**src/rtl/ff_goodness_unit_if.sv**
```systemverilog
// Goodness unit port bundle: membrane beats from the SNN cores in,
// per-sample goodness and class averages out.
interface ff_goodness_unit_if #(
  parameter int CORE_NUM            = 1,
  parameter int POST_NEUR_PARALLEL  = 8,
  parameter int POST_NEUR_MEM_WIDTH = 13,
  parameter int GOODNESS_WIDTH      = 20
);

  localparam int BUS_W =
    CORE_NUM * POST_NEUR_PARALLEL * POST_NEUR_MEM_WIDTH;

  logic [CORE_NUM-1:0]       CORE_VALID;
  logic [BUS_W-1:0]          CORE_MEM_BUS;
  logic                      CORE_CLEAR;
  logic                      IS_POS;
  logic                      IS_TRAIN;
  logic [GOODNESS_WIDTH-1:0] SAMPLE_GOODNESS;
  logic                      SAMPLE_VALID;
  logic [GOODNESS_WIDTH-1:0] POS_AVG;
  logic [GOODNESS_WIDTH-1:0] NEG_AVG;
  logic [GOODNESS_WIDTH-1:0] AVG_GOODNESS;
  logic                      BUSY;
  logic                      ERR_OVF;

  modport master (
    output CORE_VALID,
    output CORE_MEM_BUS,
    output CORE_CLEAR,
    output IS_POS,
    output IS_TRAIN,
    input  SAMPLE_GOODNESS,
    input  SAMPLE_VALID,
    input  POS_AVG,
    input  NEG_AVG,
    input  AVG_GOODNESS,
    input  BUSY,
    input  ERR_OVF
  );

  modport slave (
    input  CORE_VALID,
    input  CORE_MEM_BUS,
    input  CORE_CLEAR,
    input  IS_POS,
    input  IS_TRAIN,
    output SAMPLE_GOODNESS,
    output SAMPLE_VALID,
    output POS_AVG,
    output NEG_AVG,
    output AVG_GOODNESS,
    output BUSY,
    output ERR_OVF
  );

endinterface

```
**src/rtl/ff_goodness_unit.sv**
```systemverilog
// Forward-forward goodness: sums rectified membrane lanes per sample,
// averages per beat and tracks EMA goodness per class plus a threshold.
module ff_goodness_unit #(
  parameter int CORE_NUM            = 1,
  parameter int POST_NEUR_PARALLEL  = 8,
  parameter int POST_NEUR_MEM_WIDTH = 13,
  parameter int GOODNESS_WIDTH      = 20,
  parameter int ACC_BEATS           = 32,
  parameter int EMA_SHIFT           = 3
) (
  input logic              CLK,
  input logic              RST,
  ff_goodness_unit_if.slave bus
);

  localparam int GW    = GOODNESS_WIDTH;
  localparam int PAR   = POST_NEUR_PARALLEL;
  localparam int MW    = POST_NEUR_MEM_WIDTH;
  localparam int LANES = CORE_NUM * PAR;
  localparam int SUMW  = MW + $clog2(LANES + 1);
  localparam int EW    = ((GW > SUMW) ? GW : SUMW) + 1;
  localparam int CW    = $clog2(ACC_BEATS + 1);
  localparam int SH    = $clog2(ACC_BEATS);

  localparam logic [CW-1:0] BEATS = CW'(ACC_BEATS);
  localparam logic [EW-1:0] ACC_MAX =
    {{(EW-GW){1'b0}}, {GW{1'b1}}};

  typedef enum logic [1:0] {
    IDLE,
    ACC,
    UPDATE
  } state_t;

  state_t state;
  state_t state_nxt;

  logic [GW-1:0]       acc;
  logic [CW-1:0]       cnt [CORE_NUM];
  logic [CORE_NUM-1:0] take;
  logic [EW-1:0]       beat_sum;
  logic [EW-1:0]       acc_sum;
  logic                acc_ovf;
  logic                all_done;

  logic          lbl_pos;
  logic          lbl_train;
  logic          pos_init;
  logic          neg_init;
  logic [GW-1:0] goodness;
  logic [GW-1:0] pos_avg;
  logic [GW-1:0] neg_avg;
  logic [GW-1:0] avg_good;
  logic [GW-1:0] avg_nxt;
  logic [GW:0]   avg_pair;
  logic [GW-1:0] g_new;
  logic          smp_valid;
  logic          ovf;

  function automatic logic [GW-1:0] ema(
    input logic [GW-1:0] avg,
    input logic [GW-1:0] g
  );
    logic signed [GW:0] d;
    logic signed [GW:0] s;
    d = $signed({1'b0, g}) - $signed({1'b0, avg});
    s = $signed({1'b0, avg}) + (d >>> EMA_SHIFT);
    return GW'(s);
  endfunction

  // Beats riding with CLEAR are the first beats of the new sample.
  always_comb begin
    beat_sum = '0;
    take     = '0;
    for (int c = 0; c < CORE_NUM; c++) begin
      take[c] = bus.CORE_VALID[c] &
                (bus.CORE_CLEAR |
                 ((state == ACC) && (cnt[c] < BEATS)));
      if (take[c]) begin
        for (int l = 0; l < PAR; l++) begin
          if (!bus.CORE_MEM_BUS[(c*PAR+l)*MW + MW-1]) begin
            beat_sum = beat_sum +
              EW'(bus.CORE_MEM_BUS[(c*PAR+l)*MW +: MW]);
          end
        end
      end
    end
  end

  always_comb begin
    acc_sum = (bus.CORE_CLEAR ? '0 : EW'(acc)) + beat_sum;
    acc_ovf = acc_sum > ACC_MAX;
  end

  always_comb begin
    all_done = 1'b1;
    for (int c = 0; c < CORE_NUM; c++) begin
      if (cnt[c] != BEATS) all_done = 1'b0;
    end
  end

  always_ff @(posedge CLK or posedge RST) begin
    if (RST) state <= IDLE;
    else     state <= state_nxt;
  end

  always_comb begin
    state_nxt = state;
    if (bus.CORE_CLEAR) begin
      state_nxt = ACC;
    end else begin
      unique case (state)
        IDLE:    state_nxt = IDLE;
        ACC:     if (all_done) state_nxt = UPDATE;
        UPDATE:  state_nxt = IDLE;
        default: state_nxt = IDLE;
      endcase
    end
  end

  assign g_new    = acc >> SH;
  assign avg_pair = {1'b0, pos_avg} + {1'b0, neg_avg};

  always_comb begin
    avg_nxt = '0;
    unique case ({pos_init, neg_init})
      2'b11:   avg_nxt = GW'(avg_pair >> 1);
      2'b10:   avg_nxt = pos_avg;
      2'b01:   avg_nxt = neg_avg;
      default: avg_nxt = '0;
    endcase
  end

  always_ff @(posedge CLK or posedge RST) begin
    if (RST) begin
      acc       <= '0;
      for (int c = 0; c < CORE_NUM; c++) cnt[c] <= '0;
      lbl_pos   <= 1'b0;
      lbl_train <= 1'b0;
      ovf       <= 1'b0;
    end else begin
      if (bus.CORE_CLEAR) begin
        lbl_pos   <= bus.IS_POS;
        lbl_train <= bus.IS_TRAIN;
      end
      if (bus.CORE_CLEAR || (state == ACC)) begin
        acc <= acc_ovf ? GW'(ACC_MAX) : GW'(acc_sum);
        if (acc_ovf) ovf <= 1'b1;
      end
      for (int c = 0; c < CORE_NUM; c++) begin
        if (bus.CORE_CLEAR)  cnt[c] <= CW'(take[c]);
        else if (take[c])    cnt[c] <= cnt[c] + 1'b1;
      end
    end
  end

  // A CLEAR landing in UPDATE wins and the finished sample is dropped.
  always_ff @(posedge CLK or posedge RST) begin
    if (RST) begin
      smp_valid <= 1'b0;
      goodness  <= '0;
      pos_avg   <= '0;
      neg_avg   <= '0;
      pos_init  <= 1'b0;
      neg_init  <= 1'b0;
      avg_good  <= '0;
    end else begin
      smp_valid <= 1'b0;
      avg_good  <= avg_nxt;
      if ((state == UPDATE) && !bus.CORE_CLEAR) begin
        smp_valid <= 1'b1;
        goodness  <= g_new;
        if (lbl_train && lbl_pos) begin
          pos_avg  <= pos_init ? ema(pos_avg, g_new) : g_new;
          pos_init <= 1'b1;
        end
        if (lbl_train && !lbl_pos) begin
          neg_avg  <= neg_init ? ema(neg_avg, g_new) : g_new;
          neg_init <= 1'b1;
        end
      end
    end
  end

  assign bus.SAMPLE_GOODNESS = goodness;
  assign bus.SAMPLE_VALID    = smp_valid;
  assign bus.POS_AVG         = pos_avg;
  assign bus.NEG_AVG         = neg_avg;
  assign bus.AVG_GOODNESS    = avg_good;
  assign bus.BUSY            = (state != IDLE);
  assign bus.ERR_OVF         = ovf;

endmodule

```
**src/flat_wrapper.sv**
```systemverilog
// flat-port wrapper written by rule: the top's interface ports become plain ports
module ff_goodness_unit_flat 
#(
  parameter int CORE_NUM            = 1,
  parameter int POST_NEUR_PARALLEL  = 8,
  parameter int POST_NEUR_MEM_WIDTH = 13,
  parameter int GOODNESS_WIDTH      = 20,
  parameter int ACC_BEATS           = 32,
  parameter int EMA_SHIFT           = 3
)
  (CLK, RST, bus_CORE_VALID, bus_CORE_MEM_BUS, bus_CORE_CLEAR, bus_IS_POS, bus_IS_TRAIN, bus_SAMPLE_GOODNESS, bus_SAMPLE_VALID, bus_POS_AVG, bus_NEG_AVG, bus_AVG_GOODNESS, bus_BUSY, bus_ERR_OVF);
  ff_goodness_unit_if #(.CORE_NUM(CORE_NUM), .POST_NEUR_PARALLEL(POST_NEUR_PARALLEL), .POST_NEUR_MEM_WIDTH(POST_NEUR_MEM_WIDTH), .GOODNESS_WIDTH(GOODNESS_WIDTH)) bus_i ();
  input logic CLK;
  input logic RST;
  input wire logic [$bits(bus_i.CORE_VALID)-1:0] bus_CORE_VALID;
  input wire logic [$bits(bus_i.CORE_MEM_BUS)-1:0] bus_CORE_MEM_BUS;
  input wire logic [$bits(bus_i.CORE_CLEAR)-1:0] bus_CORE_CLEAR;
  input wire logic [$bits(bus_i.IS_POS)-1:0] bus_IS_POS;
  input wire logic [$bits(bus_i.IS_TRAIN)-1:0] bus_IS_TRAIN;
  output wire logic [$bits(bus_i.SAMPLE_GOODNESS)-1:0] bus_SAMPLE_GOODNESS;
  output wire logic [$bits(bus_i.SAMPLE_VALID)-1:0] bus_SAMPLE_VALID;
  output wire logic [$bits(bus_i.POS_AVG)-1:0] bus_POS_AVG;
  output wire logic [$bits(bus_i.NEG_AVG)-1:0] bus_NEG_AVG;
  output wire logic [$bits(bus_i.AVG_GOODNESS)-1:0] bus_AVG_GOODNESS;
  output wire logic [$bits(bus_i.BUSY)-1:0] bus_BUSY;
  output wire logic [$bits(bus_i.ERR_OVF)-1:0] bus_ERR_OVF;
  assign bus_i.CORE_VALID = bus_CORE_VALID;
  assign bus_i.CORE_MEM_BUS = bus_CORE_MEM_BUS;
  assign bus_i.CORE_CLEAR = bus_CORE_CLEAR;
  assign bus_i.IS_POS = bus_IS_POS;
  assign bus_i.IS_TRAIN = bus_IS_TRAIN;
  assign bus_SAMPLE_GOODNESS = bus_i.SAMPLE_GOODNESS;
  assign bus_SAMPLE_VALID = bus_i.SAMPLE_VALID;
  assign bus_POS_AVG = bus_i.POS_AVG;
  assign bus_NEG_AVG = bus_i.NEG_AVG;
  assign bus_AVG_GOODNESS = bus_i.AVG_GOODNESS;
  assign bus_BUSY = bus_i.BUSY;
  assign bus_ERR_OVF = bus_i.ERR_OVF;
  ff_goodness_unit #(.CORE_NUM(CORE_NUM), .POST_NEUR_PARALLEL(POST_NEUR_PARALLEL), .POST_NEUR_MEM_WIDTH(POST_NEUR_MEM_WIDTH), .GOODNESS_WIDTH(GOODNESS_WIDTH), .ACC_BEATS(ACC_BEATS), .EMA_SHIFT(EMA_SHIFT)) u_core (.CLK(CLK), .RST(RST), .bus(bus_i));
endmodule
```
**config.mk**
```make
export PLATFORM = sky130hd
export DESIGN_NAME = ff_goodness_unit_flat
export DESIGN_NICKNAME = d
export VERILOG_FILES = /design/src/rtl/ff_goodness_unit_if.sv /design/src/rtl/ff_goodness_unit.sv /design/src/flat_wrapper.sv
export SDC_FILE = /design/constraint.sdc
export NUM_CORES = 1
export LEC_CHECK = 0
export CAP_MARGIN = 20
export CORE_UTILIZATION = 50
export DETAILED_ROUTE_END_ITERATION = 7
export HOLD_SLACK_MARGIN = 0.08
export PLACE_DENSITY = 0.73
export SKIP_CTS_REPAIR_TIMING = 1
export SYNTH_ARGS = -nofsm -noshare
export SYNTH_HDL_FRONTEND = slang
export SYNTH_SLANG_ARGS = --single-unit
```
**constraint.sdc**
```tcl
create_clock -name CLK -period 5.2 [get_ports CLK]
set_input_delay 1.04 -clock CLK [delete_from_list [all_inputs] [get_ports CLK]]
set_output_delay 1.04 -clock CLK [all_outputs]
set_load 0.005 [all_outputs]
```
Word-level counts from Yosys, hierarchy flattened. Index checks and enable logic that the tools add are counted.

Register bits after elaboration: 109. Input bits: 110.

Add/sub/neg operators: 14. Order comparisons: 2. Equality and inequality tests: 7. Multiplexer cells: 27. Bitwise logic cells: 2. Reductions and logical operators: 12.

Operators by type and width (number): $mux W21 (15); $add A21 B13 Y21 (7); $mux W20 (4); $pmux W20 S3 (1); $sub A15 B20 Y21 (2); $add A20 B18 Y20 (2); $add A20 B20 Y21 (1); $add A21 B21 Y21 (1); $gt A21 B20 Y1 const B (1); $mux W12 (1); $mux W6 (2); $add A6 B1 Y6 const B (1); $eq A2 B2 Y1 const B (3); $lt A6 B6 Y1 const B (1); $mux W2 (3); $ne A6 B6 Y1 const B (1); $reduce_and A2 Y1 (3); $eq A2 B1 Y1 const B (2); $logic_and A1 B1 Y1 (4); $reduce_bool A2 Y1 (2); $ne A3 B3 Y1 const B (1); $logic_not A1 Y1 (2); $and A1 B1 Y1 (1); $logic_or A1 B1 Y1 (1); other kinds (2) (2).

Logic depth before layout (Yosys ltp). Gate-level depths: netlist of run 1.

Word-level depth: 29. Depth in mapped cells: 64. Depth with buffers taken out: 62.

Worst setup path before layout of run 1. OpenSTA, ideal clock, no wires.

Path type: input to register. Start point: input port bus_CORE_MEM_BUS[12]. End point: register u_core.acc[12]. Library setup time: 0.141 ns. Data arrival time: 12.193 ns. Slack: -7.134 ns. Stages: 59. Cell sequence: clkbuf_1 > nor2b_1 > ha_1 > a21o_1 > maj3_2 > maj3_2 > a22o_1 > xnor2_1 > nor2_1 > xnor2_1 > ha_1 > xnor2_1 > a2111oi_0 > ha_1 > or4_1 > o21ai_0 > a21oi_1 > xor2_1 > [... 23 more ...] > ha_1 > nor2_1 > nor2_1 > o211ai_1 > a211oi_1 > xor2_1 > xnor2_1 > nor2_1 > ha_1 > a21oi_1 > nor3b_1 > a21oi_1 > a211o_1 > o31a_1 > a21o_1 > a21oi_1 > clkbuf_1 > a31oi_1.

Cells in the longest elaborated chain, start to end: 26.

Ends and longest elaborated chain: from (decl) (RTL line flat_wrapper.sv:16) `input wire logic [$bits(bus_i.CORE_MEM_BUS)-1:0] bus_CORE_MEM_BUS;`; $mux W12 (*) (RTL line ff_goodness_unit.sv:81) `if (!bus.CORE_MEM_BUS[(c*PAR+l)*MW + MW-1]) begin`; $mux W21 (*) (RTL line ff_goodness_unit.sv:79) `if (take[c]) begin`; $add A21 B13 Y21 (RTL line ff_goodness_unit.sv:82) `beat_sum = beat_sum +`; $mux W21 (*) (RTL line ff_goodness_unit.sv:81); $mux W21 (*) (RTL line ff_goodness_unit.sv:79); $add A21 B13 Y21 (RTL line ff_goodness_unit.sv:82); $mux W21 (*) (RTL line ff_goodness_unit.sv:81); $mux W21 (*) (RTL line ff_goodness_unit.sv:79); [... 10 more ...]; $mux W21 (*) (RTL line ff_goodness_unit.sv:81); $mux W21 (*) (RTL line ff_goodness_unit.sv:79); $add A21 B13 Y21 (RTL line ff_goodness_unit.sv:82); $mux W21 (*) (RTL line ff_goodness_unit.sv:81); $mux W21 (*) (RTL line ff_goodness_unit.sv:79); $add A21 B21 Y21 (*) (RTL line ff_goodness_unit.sv:91) `acc_sum = (bus.CORE_CLEAR ? '0 : EW'(acc)) + beat_sum;`; $gt A21 B20 Y1 (RTL line ff_goodness_unit.sv:92) `acc_ovf = acc_sum > ACC_MAX;`; $mux W20 (*) (RTL line ff_goodness_unit.sv:147) `acc <= acc_ovf ? GW'(ACC_MAX) : GW'(acc_sum);`; to (signal assigned) (RTL line ff_goodness_unit.sv:147); to (decl) (RTL line ff_goodness_unit.sv:38) `logic [GW-1:0] acc;`.

Mark *: on every way between the ends. The rest lies on a longest branch, timed or not. The select of a mux whose other input is x is not followed. A chain may end at the register's enable or synchronous reset.

Final worst setup path of run 1.
Start point: input port bus_CORE_MEM_BUS[12]. End point: register u_core.acc[17].

The elaborated chain is that of the path after synthesis.

==> results, run 1 <==
- The flow ran to the end, but the final reports show violations.
- The checks that failed: setup timing.
- After clock tree synthesis, the clock-pin slew on the worst setup and hold paths is 0.09 ns.
- The number of buffers and inverters on the critical path is 3.
- The final hold violation count came to 0.
- The area added between synthesis and finish is 40.3%.
- The top cell types in the final layout, fill and taps aside, are sky130_fd_sc_hd__buf_4 (413), sky130_fd_sc_hd__ha_1 (190), sky130_fd_sc_hd__clkdlybuf4s50_1 (182).
- The setup total negative slack is -141.55 ns.
- The fraction of final layout cells with drive strength greater than 1 is 23.7%.
- TritonCTS built the clock tree.
- For the pin with the worst max-slew slack, the measured transition is 1.06 ns.
- The post-layout utilization of the core is 72.1%.
- The synthesized design contains 0 enable-type register cells.
- Ranked by total cell area, the synthesized netlist is headed by sky130_fd_sc_hd__dfrtp_1 (18%), sky130_fd_sc_hd__ha_1 (17%), sky130_fd_sc_hd__xnor2_1 (6.2%).
- The initial utilization of the core area, before any placement, comes to 51.4%.
- The routed layout has 16300 vias.
- After detailed routing, the number of vias per cell comes to 5.77.
- The detailed placement HPWL is 36800 um.
- The commonest non-fill, non-tap cell in the layout is sky130_fd_sc_hd__buf_4.
- The final setup violation count is 21.
- The first-pass GRT wire length is 76000 um.
- The total stage count of the critical path is 62.
- The delay of the slowest critical-path stage is 0.43 ns.
- Setup slack on the worst reg-to-reg path comes out at 0.26 ns.
- The cell accounting for the most synthesized area is sky130_fd_sc_hd__dfrtp_1.
- The post-route clock period utilization is 231%.
- In this run the number of H-tree levels came out at 3.
- The all-layer global routing usage is 29.9%.
- During I/O placement, the number of pins put on the boundary was 193.
- The arrival time at the worst endpoint is 12.20 ns.
- The post-synthesis sequential element count is 109.
- The area of the die is 30600 um^2.
- The die span in y is 175 um.
- The total DRC errors in the routed layout is 0.
- The startpoint kind of the worst setup timing path is a primary input.
- The iteration count of the initial detailed-routing pass is 5.
- The net count of the finished layout is 2757.
- For this design the static power due to leakage is 0.0101 uW.
- The async set-reset flop share out of synthesis is 100%.
- In the synthesized netlist the dominant register cell turns out to be sky130_fd_sc_hd__dfrtp_1.
- The worst pin sits at a relative slew slack of 29.2%.
- During synthesis, Yosys emitted a total of 0 warnings.
- The number of cells on the worst reg-to-reg path is 22.
- The slowest cell on the critical path is sky130_fd_sc_hd__or4_4.
- The number of max-cap violations is 0.
- The repair_antennas step left the layout with diodes totalling 0.
- The clock passes through at most 2 buffers.
- The congestion estimate from routability-driven global placement came to 0.933.
- The critical path is of the primary input to flop type.
- The number of buffers inserted by port buffering is 187.
- In the final routed layout, each cell accounts on average for 16.7 um.
- The power density over cell area is 433 nW/um^2.
- The via count of the first global-routing pass is 16100.
- The area of the mapped netlist is 15000 um^2.
- The pin count of the biggest net entering global routing is 51.
- Along the worst hold path, the cell count comes to 1.
- A synthesized cell averages 7.94 um^2.
- Setup repair after global routing could not meet its margin everywhere.
- The number of cells produced by synthesis is 1883.
- The clock buffer count from CTS is 9.
- The total area inside the core boundary comes to 29100 um^2.
- Clock tree synthesis found a total of 109 sinks.
- Along the worst path, the maximum fanout reaches 8.
- The initial antenna violation count was 0.
- The cell class contributing the biggest share of worst-path delay is compound AO/OA/AOI/OAI gates.
- Subtracting the final worst setup slack from the clock period gives 12.02 ns.
- The maximum clock rate is 83.2 MHz.
- In this run the horizontal extent of the chip is 175 um.
- Across all setup checks in the final design, the least slack found is -6.82 ns.
- The worst hold path belongs to the class flop to flop.
- For the final database, setup skew stands at 0.0125 ns.
- The top cell type by area accounts for 18.2% of the synthesized area.
- The floorplan has 62 rows.
- After the first detailed-routing iteration, the DRC count stood at 1009.
- The cell chosen for the clock root is sky130_fd_sc_hd__clkbuf_16.
- The number of different library cells used by synthesis comes to 85.
- The tightest hold path in the finished design has a slack of 0.489 ns.
- The clock reaches the later pin of the worst-skew pair after 0.36 ns.
- The antenna violation net count after detailed routing is 0.
- The required time reported for the critical path endpoint is 5.39 ns.
- The type of destination of the critical path is a flop.
- The sequential area share after synthesis is 18.2%.
- The final global-route overflow total is 0.
- IR analysis of the VDD net gives a maximum drop of 0.472 mV.
- The wire length reported by the detailed router is 47000 um.
- The final-report max-slew violation count is 0.
## per-layer routing
metal | share of wire (%) | global-route usage, % | up-vias
met3 | 4.7 | 3.39 | 108
met4 | 2.6 | 8.77 | 0
met5 | 0 | 0 | -
met1 | 43 | 37.2 | 7730
li1 | - | - | 7991
met2 | 50 | 54.1 | 465
## cell families after synthesis
family / after synthesis / synth area share [%]
adders and majority gates: 215 / 18.5
xor gates and xnor gates: 164 / 9.70
other: 1 / 0.0251
buffers and inverters: 174 / 4.50
AOI/OAI and AO/OA: 615 / 26.7
muxes: 74 / 5.30
and+or+nand+nor: 531 / 17.0
DFF: 109 / 18.2
## synth_stat cells (all sizes together), types with 5 or more instances
master	number
xnor2	106
a31oi	39
a21oi	153
fa	11
a22oi	6
o2bb2ai	5
nand2	135
mux2	41
or2	14
a311oi	6
nand2b	22
o2111ai	5
nand3	34
nand4	12
nor3	40
nor2b	44
o211ai	19
and2	8
a21o	72
xor2	57
nor4	9
nor3b	5
a211oi	21
o21bai	27
dfrtp	109
a2111oi	8
a21boi	8
nor2	161
a211o	5
clkbuf	55
a221oi	6
a31o	11
o31ai	13
ha	200
o22ai	14
or3	13
nor4b	5
o21ai	131
mux2i	33
buf	14
o21a	25
inv	104
and3	11
## flip-flops by register name, summed over array words and instances, names as in the netlist
register	count
u_core.state	2
u_core.bus.POS_AVG	20
u_core.lbl_train	1
u_core.pos_init	1
u_core.bus.SAMPLE_VALID	1
u_core.acc	20
u_core.bus.ERR_OVF	1
u_core.bus.NEG_AVG	20
u_core.bus.SAMPLE_GOODNESS	15
u_core.cnt	6
u_core.neg_init	1
u_core.bus.AVG_GOODNESS	20
u_core.lbl_pos	1
## power breakdown
part / switching [uW] / leakage (uW) / internal, uW
sequential: 66.2 / 0.00139 / 932
combinational: 3580 / 0.00855 / 3780
clock: 376 / 0.000153 / 349
## metrics by stage
step                      setup WS, ns  area [um^2]  std cells  power [uW]
after floorplan                  -6.50        15200       1890        5340
final                            -6.82        21000       2825        9080
after global placement           -7.19        20300       2801        7730
after detailed placement         -7.72        20300       2801        7970
after global routing             -7.44        21000       2825        9840
after CTS                        -7.42        20600       2817        8750
## final timing paths
path,from,to
worst min-delay path,u_core.bus.ERR_OVF,u_core.bus.ERR_OVF
worst min register to register,u_core.bus.ERR_OVF,u_core.bus.ERR_OVF
min in group asynchronous,RST,u_core.cnt[1]
max in group asynchronous,RST,u_core.bus.NEG_AVG[8]
worst max register to register,u_core.bus.POS_AVG[1],u_core.bus.POS_AVG[19]
worst max-delay path,bus_CORE_MEM_BUS[12],u_core.acc[17]
## final cells by class
class | count | area [um^2]
Clock buffer | 9 | 225
Clock inverter | 7 | 88.8
Fill cell | 2284 | 8110
Inverter | 105 | 397
Multi-Input combinational cell | 1607 | 12000
Sequential cell | 109 | 2730
Tap cell | 384 | 480
Timing Repair Buffer | 604 | 5030
Power figures use the tool's default switching activity.
==> run 2, diff against run 1 <==
Settings changed: CAP_MARGIN 20 to default, CORE_UTILIZATION 50 to 40, PLACE_DENSITY 0.73 to default.
==> results, run 2 (same netlist as run 1, synthesis figures left out) <==
- The run finished, with violations left.
- The final reports fail on setup timing.
- The antenna violation net count after detailed routing is 0 (unchanged).
- The total leakage power is 0.0101 uW (+0.53%).
- The tightest min-delay check is of the flop to flop type.
- The cell area after layout came to 21200 um^2 (+0.93%).
- The count of nets after finishing was 2767 (+0.36%).
- The library cell used most frequently in the layout, excluding fill and tap cells, is sky130_fd_sc_hd__buf_4.
- The worst setup path is captured at a flop.
- The fraction of final layout cells with drive strength greater than 1 is 23.9% (+0.19 points).
- The maximum clock rate is 82.9 MHz (-0.39%).
- The post-route clock period utilization is 232% (+0.91 points).
- The final clock skew is 0.0109 ns (-0.00154 ns).
- The routed wire length per instance is 16.0 um (-3.7%).
- The initial antenna violation count is 0 (unchanged).
- The iteration count of the initial detailed-routing pass is 5 (unchanged).
- The minimum clock period after layout is 12.06 ns (+0.0474 ns).
- The pin count of the biggest net entering global routing came to 43 (-16%).
- The all-layer global routing usage is 24.2% (-5.7 points).
- The final antenna diode count was 0 (unchanged).
- The number of max-cap violations was 0 (unchanged).
- The arrival time at the worst endpoint is 12.27 ns (+0.07 ns).
- The final global-route overflow total is 0 (unchanged).
- The worst slew slack as a fraction of its limit was 20.2% (-9.0 points).
- The largest voltage drop on the vdd net was 0.317 mV (-33%).
- The count of cells along the worst hold path is 1 (unchanged).
- The via count of the first global-routing pass is 15200 (-5.7%).
- The total stage count of the critical path is 61 (-1.6%).
- The library cells used most frequently in the layout, excluding fill and tap cells, are sky130_fd_sc_hd__buf_4 (423), sky130_fd_sc_hd__ha_1 (191), sky130_fd_sc_hd__clkdlybuf4s50_1 (182).
- The number of cells on the worst reg-to-reg path was 23 (+4.5%).
- Among all stages on the critical path, the largest delay is contributed by sky130_fd_sc_hd__or4_4.
- The power density over cell area came to 425 nW/um^2 (-1.7%).
- The total DRC errors in the routed layout is 0 (unchanged).
- TritonCTS built the clock tree.
- The setup slack after placement is -7.64 ns (+0.0810 ns).
- Grouping stages by cell kind, the critical path spends the most delay in compound AO/OA/AOI/OAI gates.
- The classification of the worst setup path is primary input to flop.
- The detailed placement HPWL is 37300 um (+1.6%).
- The area added between synthesis and finish is 41.6%.
- The number of ports placed on the die boundary is 193 (unchanged).
- The setup total negative slack is -143.00 ns (-1.44 ns).
- The count of placed standard cells including taps is 2889 (+3.1%).
- The clock transition at the register clock pins on the worst setup and hold paths after CTS is 0.07 ns (-0.02 ns).
- The later-pin clock latency in the skew report is 0.37 ns (about the same).
- The final-report max-slew violation count is 0 (unchanged).
- The final setup violation count is 21 (unchanged).
- Setup repair after global routing could not meet its margin everywhere.
- The number of standard-cell rows in the floorplan was 70 (+13%).
- The die extent in x is 195 um (+12%).
- The count of buffer and inverter cells on the critical path was 4 (+1).
- The area of the die is 38200 um^2 (+25%).
- The die span in y is 195 um (+12%).
- The final hold slack came to 0.507 ns (+0.0173 ns).
- The wire length reported by the detailed router is 46800 um (-0.51%).
- The maximum level of the CTS H-tree came to 3 (unchanged).
- The number of vias per cell is 5.37 (-7.0%).
- The clock buffer count from CTS is 9 (unchanged).
- The number of cells in the finished layout apart from fillers is 2919 (+3.3%).
- The clock sink count came to 109 (unchanged).
- The placeable core region is 36700 um^2 (+26%).
- The routability-driven placement congestion ratio is 0.937 (+0.40%).
- The initial core utilization is 40.8% (-11 points).
- The first-pass GRT wire length was 75500 um (-0.64%).
- The required time reported for the critical path endpoint was 5.41 ns (+0.02 ns).
- The overall via count from detail_route is 15700 (-3.9%).
- The final hold violation count is 0 (unchanged).
- The cell chosen for the clock root is sky130_fd_sc_hd__clkbuf_16.
- The final worst slack was -6.86 ns (-0.0474 ns).
- The number of buffers inserted by port buffering is 187 (unchanged).
- The instance area at placement is 20400 um^2 (+0.67%).
- The delay of the slowest critical-path stage is 0.51 ns (+0.08 ns).
- The maximum fanout along the worst path is 16 (+8).
- The slew of the pin with the lowest slew margin is 1.19 ns (+0.133 ns).
- The startpoint kind of the worst setup timing path is a primary input.
- The clock tree buffer depth came to 2 (unchanged).
- The violation count after the first detailed-route iteration was 618 (-39%).
-- run 2: cell types whose count changed in the layout (fill, tap and decap cells not counted), moves of 2 or more --
cell	delta
sky130_fd_sc_hd__a31oi_1	-4
sky130_fd_sc_hd__nor3_4	+2
sky130_fd_sc_hd__a21oi_1	+2
sky130_fd_sc_hd__buf_4	+10
sky130_fd_sc_hd__clkinv_8	-3
sky130_fd_sc_hd__inv_8	-2
sky130_fd_sc_hd__a2111oi_1	+2
sky130_fd_sc_hd__nor3_2	-2
sky130_fd_sc_hd__clkbuf_8	+2
sky130_fd_sc_hd__clkinv_4	+4
sky130_fd_sc_hd__a31oi_4	+3
-- run 2: worst paths after layout --
path	from	to	slack, ns
worst max-delay path	bus_CORE_MEM_BUS[12]	u_core.acc[12]	-6.86
worst min-delay path	u_core.bus.SAMPLE_GOODNESS[11]	u_core.bus.SAMPLE_GOODNESS[11]	0.51
worst max register to register	u_core.bus.POS_AVG[1]	u_core.bus.POS_AVG[19]	0.30
worst min register to register	u_core.bus.SAMPLE_GOODNESS[11]	u_core.bus.SAMPLE_GOODNESS[11]	0.51
max in group asynchronous	RST	u_core.bus.NEG_AVG[14]	3.24
min in group asynchronous	RST	u_core.bus.SAMPLE_VALID	1.05
-- run 2: layout make-up --
type / instances / area (um^2)
inverter: 105 / 397
fill: 3360 / 15500
sequential: 109 / 2730
tap: 468 / 586
clock buffer: 11 / 253
timing repair buffer: 614 / 5110
clock inverter: 5 / 43.8
multi-input combinational: 1607 / 12100
-- run 2: routing by layer --
layer,GRT usage [%],vias up,share of wire [%]
met1,32.8,7353,48
met5,0,-,0
met4,3.76,0,1.1
met2,41.8,274,48
li1,-,8003,-
met3,2.87,31,3.7
-- run 2: power breakdown --
| group | leakage (uW) | internal, uW | switching (uW) |
|---|---|---|---|
| combinational | 0.00861 | 3810 | 3480 |
| clock | 0.000146 | 357 | 345 |
| sequential | 0.00139 | 932 | 86.4 |
-- run 2: per-stage QoR --
stage	util (%)	power [uW]
3_5_place_dp	55.7	8030
3_3_place_gp	55.7	7890
4_1_cts	56.5	8790
6_report	57.7	9000
5_1_grt	57.7	9840
2_1_floorplan	-	5340
-- run 2: worst register-to-register path, stage by stage, from the launching register on --
cell and delay, ns:
sky130_fd_sc_hd__dfrtp_1 0.38, sky130_fd_sc_hd__inv_1 0.11, sky130_fd_sc_hd__ha_1 0.25, sky130_fd_sc_hd__a21o_1 0.16, sky130_fd_sc_hd__a21o_1 0.20, sky130_fd_sc_hd__a21oi_1 0.24, sky130_fd_sc_hd__o21bai_1 0.14, sky130_fd_sc_hd__a2111oi_1 0.45
sky130_fd_sc_hd__buf_4 0.19, sky130_fd_sc_hd__o31ai_1 0.09, sky130_fd_sc_hd__a21oi_1 0.23, sky130_fd_sc_hd__nor2b_1 0.07, sky130_fd_sc_hd__nor2_1 0.12, sky130_fd_sc_hd__xnor2_1 0.14, sky130_fd_sc_hd__ha_1 0.26, sky130_fd_sc_hd__a21o_1 0.19
sky130_fd_sc_hd__a21o_1 0.18, sky130_fd_sc_hd__a21oi_1 0.21, sky130_fd_sc_hd__inv_1 0.06, sky130_fd_sc_hd__a211o_1 0.33, sky130_fd_sc_hd__a21oi_2 0.18, sky130_fd_sc_hd__o31ai_1 0.13, sky130_fd_sc_hd__or3_1 0.36, sky130_fd_sc_hd__o211ai_1 0.16
==> run 3, diff against run 2 <==
Settings changed: CAP_MARGIN from default to 20.
==> results, run 3 (same netlist as run 1, synthesis figures left out) <==
- The number of standard-cell rows in the floorplan is 70 (unchanged).
- The later-pin clock latency in the skew report is 0.37 ns (about the same).
- The final clock skew is 0.0110 ns (+0.0000846 ns).
- The antenna violation net count after detailed routing came to 0 (unchanged).
- The final hold violation count is 0 (unchanged).
- The arrival time at the worst endpoint is 12.29 ns (+0.02 ns).
- The fraction of final layout cells with drive strength greater than 1 is 23.9% (+0.031 points).
- The pin count of the biggest net entering global routing came to 43 (unchanged).
- The overall power consumption is 9000 uW (about the same).
- The initial core utilization came to 40.8% (unchanged).
- The violation count after the first detailed-route iteration is 615 (-0.49%).
- The clock sink count is 109 (unchanged).
- The checks that failed: setup timing.
- The power density over cell area came to 425 nW/um^2 (about the same).
- The wire length reported by the detailed router is 46800 um (about the same).
- The via count of the first global-routing pass was 15200 (unchanged).
- The number of vias per cell is 5.38 (+0.23%).
- The top cell types in the final layout, fill and taps aside, are sky130_fd_sc_hd__buf_4 (423), sky130_fd_sc_hd__ha_1 (191), sky130_fd_sc_hd__clkdlybuf4s50_1 (182).
- The number of max-cap violations is 0 (unchanged).
- The final hold slack is 0.506 ns (-0.000247 ns).
- The count of nets after finishing is 2768 (+0.036%).
- The type of the worst min-delay path is flop to flop.
- The post-route clock period utilization came to 232% (+0.25 points).
- The count of cells along the worst hold path is 1 (unchanged).
- The initial antenna violation count is 0 (unchanged).
- The cell class contributing the biggest share of worst-path delay is compound AO/OA/AOI/OAI gates.
- The worst slew slack as a fraction of its limit came to 41.7% (+21 points).
- The maximum fanout along the worst path is 8 (-8).
- The count of buffer and inverter cells on the critical path is 3 (-1).
- The library cell used most frequently in the layout, excluding fill and tap cells, is sky130_fd_sc_hd__buf_4.
- The maximum level of the CTS H-tree is 3 (unchanged).
- The area added between synthesis and finish is 41.7% (about the same).
- The clock transition at the register clock pins on the worst setup and hold paths after CTS is 0.07 ns (about the same).
- The flow ran to the end, but the final reports show violations.
- The final-report max-slew violation count is 0 (unchanged).
- The clock buffer count from CTS came to 9 (unchanged).
- The setup slack after placement is -7.64 ns (unchanged).
- The all-layer global routing usage was 24.2% (unchanged).
- The total leakage power is 0.0101 uW (about the same).
- The routability-driven placement congestion ratio is 0.937 (unchanged).
- The tree is rooted in a sky130_fd_sc_hd__clkbuf_16.
- The type of destination of the critical path is a flop.
- The count of placed standard cells including taps is 2889 (unchanged).
- The iteration count of the initial detailed-routing pass is 6 (+1).
- The layout filler cell count is 3356 (-0.12%).
- The final global-route overflow total is 0 (unchanged).
- The slew of the pin with the lowest slew margin was 0.875 ns (-0.318 ns).
- The number of buffers inserted by port buffering is 187 (unchanged).
- The area of the die is 38200 um^2 (unchanged).
- The largest voltage drop on the vdd net is 0.317 mV (about the same).
- The maximum clock rate is 82.8 MHz (-0.11%).
- The first-pass GRT wire length was 75500 um (unchanged).
- The final setup violation count is 21 (unchanged).
- The worst setup path is launched from a primary input.
- The clock tree buffer depth is 2 (unchanged).
- The die span in y was 195 um (unchanged).
- The required time reported for the critical path endpoint was 5.41 ns (about the same).
- The final worst slack is -6.88 ns (-0.0131 ns).
- The routed wire length per instance is 16.0 um (about the same).
- The most frequent cell on the critical path is sky130_fd_sc_hd__xor2_1.
- The placeable core region is 36700 um^2 (unchanged).
- The delay of the slowest critical-path stage came to 0.51 ns (about the same).
- The number of ports placed on the die boundary is 193 (unchanged).
- The final antenna diode count is 0 (unchanged).
- Setup repair after global routing could not meet its margin everywhere.
- The total stage count of the critical path was 62 (+1.6%).
- The detailed placement HPWL is 37300 um (unchanged).
- The slowest cell on the critical path is sky130_fd_sc_hd__or4_4.
- The number of cells in the finished layout apart from fillers is 2920 (+0.034%).
- The number of cells on the worst reg-to-reg path came to 23 (unchanged).
- The minimum clock period after layout is 12.08 ns (+0.0131 ns).
- The overall via count from detail_route came to 15700 (+0.27%).
- The total DRC errors in the routed layout is 0 (unchanged).
- The die extent in x is 195 um (unchanged).
- TritonCTS built the clock tree.
- The classification of the worst setup path is primary input to flop.
- The setup total negative slack came to -143.30 ns (-0.304 ns).
-- run 3: changes by cell type in the layout (fill, tap and decap cells not counted) --
cell	delta
sky130_fd_sc_hd__buf_8	+1
-- run 3: cell type report --
type,count,area (um^2),area share [%]
sequential,109,2730,12.9
inverter,105,397,1.87
timing repair buffer,615,5130,24.2
clock buffer,11,253,1.19
multi-input combinational,1607,12100,56.9
clock inverter,5,43.8,0.207
tap,468,586,2.76
-- run 3: power by group --
| group | switching, uW | internal, uW | leakage [uW] | total, uW |
|---|---|---|---|---|
| logic | 3480 | 3810 | 0.00861 | 7280 |
| clock network | 344 | 357 | 0.000146 | 701 |
| registers | 87.7 | 932 | 0.00139 | 1020 |
| total | 3910 | 5090 | 0.0101 | 9000 |
-- run 3: through the flow --
step / area, um^2 / utilization [%]
after floorplan: 15200 / -
after global placement: 20400 / 55.7
after detailed placement: 20400 / 55.7
after CTS: 20700 / 56.5
after global routing: 21200 / 57.7
final: 21200 / 57.7
-- run 3: final timing paths --
path	startpoint	endpoint	slack (ns)
max reg2reg	u_core.bus.POS_AVG[1]	u_core.bus.POS_AVG[19]	0.31
min	u_core.bus.SAMPLE_GOODNESS[11]	u_core.bus.SAMPLE_GOODNESS[11]	0.51
max in group asynchronous	RST	u_core.bus.NEG_AVG[14]	3.23
max	bus_CORE_MEM_BUS[12]	u_core.acc[12]	-6.88
min reg2reg	u_core.bus.SAMPLE_GOODNESS[11]	u_core.bus.SAMPLE_GOODNESS[11]	0.51
min in group asynchronous	RST	u_core.bus.SAMPLE_VALID	1.05
-- run 3: per-layer routing --
layer	up-vias	track usage, %	wire length, um
met3	35	2.87	1770
met1	7365	32.8	22200
met5	-	0	0
met4	0	3.76	497
li1	8006	-	-
met2	297	41.8	22300
